## src/rtl/video_timing_gen.sv

```systemverilog
// ============================================================================
// video_timing_gen : raster timing (de/hsync/vsync), coordinates and strobes
// Rev 1.0
// ============================================================================
`default_nettype none

module video_timing_gen #(
  parameter int   H_ACTIVE  = 640,
  parameter int   H_FP      = 16,
  parameter int   H_SYNC    = 96,
  parameter int   H_BP      = 48,
  parameter int   V_ACTIVE  = 480,
  parameter int   V_FP      = 10,
  parameter int   V_SYNC    = 2,
  parameter int   V_BP      = 33,
  parameter logic HSYNC_POL = 1'b0,
  parameter logic VSYNC_POL = 1'b0,
  parameter int   LEAD      = 1
) (
  input  logic        clk,
  input  logic        rst,
  input  logic        en,
  output logic        de,
  output logic        hsync,
  output logic        vsync,
  output logic        req,
  output logic [11:0] pix_x,
  output logic [11:0] pix_y,
  output logic        line_start,
  output logic        frame_start
);

  localparam int c_h_total = H_ACTIVE + H_FP + H_SYNC + H_BP;
  localparam int c_v_total = V_ACTIVE + V_FP + V_SYNC + V_BP;

  if (c_h_total > 4096 || c_v_total > 4096 ||
      H_ACTIVE == 0 || H_FP == 0 || H_SYNC == 0 || H_BP == 0 ||
      V_ACTIVE == 0 || V_FP == 0 || V_SYNC == 0 || V_BP == 0 ||
      LEAD < 0 || LEAD >= c_h_total) begin : g_param_check
    $error("video_timing_gen: invalid timing parameters");
  end

  localparam logic [11:0] c_h_last = 12'(c_h_total - 1);
  localparam logic [11:0] c_v_last = 12'(c_v_total - 1);
  localparam logic [11:0] c_lead   = 12'(LEAD);
  // 13-bit bounds so that a 4096-wide region still compares correctly
  localparam logic [12:0] c_h_act  = 13'(H_ACTIVE);
  localparam logic [12:0] c_hs_beg = 13'(H_ACTIVE + H_FP);
  localparam logic [12:0] c_hs_end = 13'(H_ACTIVE + H_FP + H_SYNC);
  localparam logic [12:0] c_v_act  = 13'(V_ACTIVE);
  localparam logic [12:0] c_vs_beg = 13'(V_ACTIVE + V_FP);
  localparam logic [12:0] c_vs_end = 13'(V_ACTIVE + V_FP + V_SYNC);

  logic [11:0] h_q, v_q, hl_q, vl_q;
  logic [11:0] h_d, v_d, hl_d, vl_d;
  logic        de_q, hsync_q, vsync_q, req_q, line_start_q, frame_start_q;
  logic        de_d, hsync_d, vsync_d, req_d;
  logic [11:0] pix_x_q, pix_y_q;

  function automatic logic [23:0] advance(input logic [11:0] h, input logic [11:0] v);
    logic [11:0] hn, vn;
    hn = (h == c_h_last) ? 12'd0 : h + 12'd1;
    vn = v;
    if (h == c_h_last) vn = (v == c_v_last) ? 12'd0 : v + 12'd1;
    return {hn, vn};
  endfunction

  always_comb begin
    {h_d, v_d}   = advance(h_q, v_q);
    {hl_d, vl_d} = advance(hl_q, vl_q);
    de_d    = ({1'b0, h_q} < c_h_act) && ({1'b0, v_q} < c_v_act);
    req_d   = ({1'b0, hl_q} < c_h_act) && ({1'b0, vl_q} < c_v_act);
    hsync_d = (({1'b0, h_q} >= c_hs_beg) && ({1'b0, h_q} < c_hs_end)) ? HSYNC_POL : ~HSYNC_POL;
    vsync_d = (({1'b0, v_q} >= c_vs_beg) && ({1'b0, v_q} < c_vs_end)) ? VSYNC_POL : ~VSYNC_POL;
  end

  always_ff @(posedge clk) begin
    if (rst) begin
      h_q           <= 12'd0;
      v_q           <= 12'd0;
      hl_q          <= c_lead;
      vl_q          <= 12'd0;
      de_q          <= 1'b0;
      req_q         <= 1'b0;
      hsync_q       <= ~HSYNC_POL;
      vsync_q       <= ~VSYNC_POL;
      pix_x_q       <= 12'd0;
      pix_y_q       <= 12'd0;
      line_start_q  <= 1'b0;
      frame_start_q <= 1'b0;
    end else if (en) begin
      h_q           <= h_d;
      v_q           <= v_d;
      hl_q          <= hl_d;
      vl_q          <= vl_d;
      de_q          <= de_d;
      req_q         <= req_d;
      hsync_q       <= hsync_d;
      vsync_q       <= vsync_d;
      pix_x_q       <= h_q;
      pix_y_q       <= v_q;
      line_start_q  <= (h_q == 12'd0);
      frame_start_q <= (h_q == 12'd0) && (v_q == 12'd0);
    end else begin
      // Strobes mark one emission, so they drop on idle cycles
      line_start_q  <= 1'b0;
      frame_start_q <= 1'b0;
    end
  end

  assign de          = de_q;
  assign hsync       = hsync_q;
  assign vsync       = vsync_q;
  assign req         = req_q;
  assign pix_x       = pix_x_q;
  assign pix_y       = pix_y_q;
  assign line_start  = line_start_q;
  assign frame_start = frame_start_q;

endmodule

`default_nettype wire

```

## config.mk

```make
export PLATFORM = sky130hd
export DESIGN_NAME = video_timing_gen
export DESIGN_NICKNAME = d
export VERILOG_FILES = /design/src/rtl/video_timing_gen.sv
export SDC_FILE = /design/constraint.sdc
export NUM_CORES = 1
export LEC_CHECK = 0
export CORE_ASPECT_RATIO = 1.75
export CORE_MARGIN = 1
export CORE_UTILIZATION = 52
export DETAILED_ROUTE_END_ITERATION = 12
export PLACE_DENSITY_LB_ADDON = 0.2
export SETUP_SLACK_MARGIN = 0.2
export SLEW_MARGIN = 10
export SYNTH_ARGS = -nofsm -noshare
export SYNTH_HDL_FRONTEND = slang
export SYNTH_SLANG_ARGS = --single-unit
```

## constraint.sdc

```tcl
create_clock -name clk -period 4.3 [get_ports clk]
set_input_delay 0.645 -clock clk [delete_from_list [all_inputs] [get_ports clk]]
set_output_delay 0.645 -clock clk [all_outputs]
set_load 0.02 [all_outputs]
```

==> impl_metrics.py <==
metrics = {
    "outcome": {
        "status": "finished, final reports clean",
    },
    "place": {
        "placed_cell_area_um2": 3875,
        "gp_congestion": 0.8945,
        "hpwlAfterDp_um": 5861,
        "portBuffers": 32,
        "pre_cts_slack_ns": 1.477,
    },
    "worst_setup_path": {
        "cp_slowest_cell": "o21ai_0",
        "arrival_ns": 2.92,
        "cp_max_fo": 11,
        "path_class": "reg2reg",
        "cpLargestDelayFamily": "compound AO/OA/AOI/OAI gates",
        "endpoint_kind": "flip-flop",
        "cp_cell_sequence": "ha_1 > and4_1 > nand3_1 > o21ai_0 > o21ba_2",
        "timing.critical_path.buf_inv": 0,
        "max_stage_delay_ns": 1.06,
        "crit_required_ns": 4.53,
        "critPathLaunchType": "flip-flop",
    },
    "final_layout": {
        "diodes": 0,
        "fin_area_um2": 4144,
        "drive_gt1_frac": 0.04608,
        "area_delta_synth_final_pct": 17.28,
        "nNetsFinal": 440,
    },
    "synth": {
        "synth_area_leaders": "dfxtp_1 44%, mux2i_1 7.1%, nor2_1 5.6%, nand4_1 3.9%, a21oi_1 3.3%",
        "syn-instance-count": 409,
        "synth-async-reset-ratio": 0,
        "synth_top_area_cell": "dfxtp_1",
        "synth_flop_cell": "dfxtp_1",
        "ys_seq_elements": 78,
        "synth-seq-area-share": 0.4419,
        "yosysTopAreaCellShare": 0.4419,
        "yosys_warnings": 0,
        "avgSynthCellArea_um2": 8.639,
        "syn_nets": 419,
        "synth_cell_types": 48,
        "synth_edf_count": 0,
        "syn-cell-area_um2": 3533,
    },
    "sta": {
        "finalHoldViolCount": 0,
        "finalSetupViolations": 0,
        "max_clock_freq_ghz": 0.3713,
        "fin_worst_skew_ns": 0.004379,
        "drv_slew": 0,
        "finalSetupTns_ns": 0,
        "relSlewSlack": 0.1445,
        "tightest_slew_ns": 1.270,
        "period_share": 0.6264,
        "final.setup.worst_slack_ns": 1.607,
        "rsz0062_at_grt": "no",
        "post-route-min-period_ns": 2.693,
    },
    "route": {
        "num_vias": 3066,
        "wl_per_cell_um": 15.74,
        "wl_um": 8121,
        "via_per_inst": 5.942,
        "postRouteAntennaNets": 0,
        "drc": 0,
        "drt_first_pass_iters": 4,
        "drtIter0Drc": 237,
    },
    "global_route": {
        "track_usage": 0.2395,
        "grt_pass1_vias": 2939,
        "grt_max_degree": 40,
        "grt-ovfl-total": 0,
        "grt_pass1_wl_um": 13350,
        "antenna_found_initial": 0,
    },
    "worst_hold_path": {
        "worstHoldPathType": "reg2reg",
    },
    "cts": {
        "postCtsHoldBufs": 0,
        "clk_pin_slew_ns": 0.05,
        "cts-root-buf": "clkbuf_16",
        "cts_buffer_depth": 2,
        "cts_setup_buffers": 0,
        "clk_latency_ns": 0.33,
        "htreeDepth": 3,
        "post_cts_resized": 0,
        "numCtsBuffers": 9,
        "cts_tree": "yes",
        "numClockSinks": 78,
    },
    "floorplanning": {
        "pin_count": 33,
        "die_h_um": 111.0,
        "placementRows": 39,
        "die_area_um2": 7141,
        "fp.dieW_um": 64.31,
        "core_region_area_um2": 6539,
        "start_util": 0.5404,
    },
    "power_and_ir_drop": {
        "irDropWorstVdd_mv": 0.2398,
        "power_density_nw_per_um2": 357.8,
        "leakage_nw": 1.451,
    },
    "run": {
        "maxCapViolations": 0,
    },
}
[tightest hold or removal path: cells and delay by family (launching register included)]
kind,cells,cell delay (ns)
simple gates,1,0.06
flops,1,0.32
compound gates,1,0.05
[synth_stat cells, drive strengths merged, types with 3 or more instances]
cell type,count
dfxtp,78
nor2,53
nand2,30
mux2i,25
a21oi,23
clkbuf,22
nand4,22
nand3,21
inv,14
nor3,12
xnor2,12
o21ai,11
nor4,9
xor2,9
or3,8
and3,7
ha,7
or4,7
and4,5
o31ai,4
nor4b,3
[sequential cells by signal, indices dropped and copies added, names as in the netlist]
| name | cells |
|---|---|
| hsync | 1 |
| h_q | 12 |
| pix_y | 12 |
| req | 1 |
| v_q | 12 |
| hl_q | 12 |
| vl_q | 12 |
| de | 1 |
| vsync | 1 |
| line_start | 1 |
| frame_start | 1 |
| pix_x | 12 |
[routing by layer]
| metal | part of all wire | global-route usage | up-vias |
|---|---|---|---|
| met5 | 0 | 0 | - |
| met4 | 0.023 | 0.1052 | 0 |
| met3 | 0.032 | 0.06276 | 19 |
| met2 | 0.56 | 0.4456 | 77 |
| met1 | 0.39 | 0.2391 | 1462 |
| li1 | - | - | 1508 |
[cell families after synthesis]
kind of cell | count (synthesis) | share of synthesized area
and+or+nand+nor | 185 | 0.2730
DFF | 78 | 0.4419
AOI/OAI and AO/OA | 54 | 0.09562
buffers and inverters | 39 | 0.04178
muxes | 25 | 0.07082
xor gates and xnor gates | 21 | 0.05205
adders and majority gates | 7 | 0.02479
[per-stage QoR]
step           hold WS (ns)  utilization  power [W]  cells
2_1_floorplan        0.4624            -  0.0007935    409
3_3_place_gp         0.4709       0.5926  0.0008122    501
3_5_place_dp         0.4703       0.5926  0.0008131    501
4_1_cts              0.4810       0.6338   0.001496    516
5_1_grt              0.5106       0.6338   0.001528    516
6_report             0.4829       0.6338   0.001483    516
[cell usage in the layout (no fill, tap or decap), types with 5 or more instances in the layout]
master / Yosys / routed
a21oi_1: 23 / 23
and3_1: 7 / 7
and4_1: 5 / 5
clkbuf_16: 0 / 9
clkdlybuf4s50_1: 0 / 31
dfxtp_1: 78 / 78
ha_1: 7 / 7
inv_1: 14 / 14
mux2i_1: 25 / 25
nand2_1: 30 / 30
nand3_1: 21 / 21
nand4_1: 22 / 22
nor2_1: 53 / 53
nor3_1: 12 / 12
nor4_1: 9 / 9
o21ai_0: 11 / 11
or3_1: 8 / 8
or4_1: 5 / 5
xnor2_1: 12 / 12
xor2_1: 9 / 9
[worst paths after layout]
check	startpoint	end	slack, ns	cells after the start
worst max-delay path	h_q[1]$_SDFFE_PP0P_	v_q[11]$_SDFFE_PP0P_	1.61	5
worst min-delay path	req$_SDFFE_PP0P_	req$_SDFFE_PP0P_	0.48	2
worst max register to register	h_q[1]$_SDFFE_PP0P_	v_q[11]$_SDFFE_PP0P_	1.61	5
worst min register to register	req$_SDFFE_PP0P_	req$_SDFFE_PP0P_	0.48	2
[power by group]
group          total (W)  switching [W]  internal (W)
Combinational  0.0000600      0.0000374     0.0000227
Clock           0.000685       0.000267      0.000418
Sequential      0.000737     0.00000669      0.000731
[area by class of cell]
| type | count | area, um2 |
|---|---|---|
| repair buffers | 34 | 330.3 |
| clock buffers | 14 | 264.0 |
| well taps | 82 | 102.6 |
| fillers | 575 | 2395 |
| clock inverters | 1 | 5.005 |
| flip-flops and latches | 78 | 1562 |
| inverters | 15 | 56.30 |
| multi-input cells | 292 | 1824 |
No activity file was read; power rests on OpenSTA's default activity.
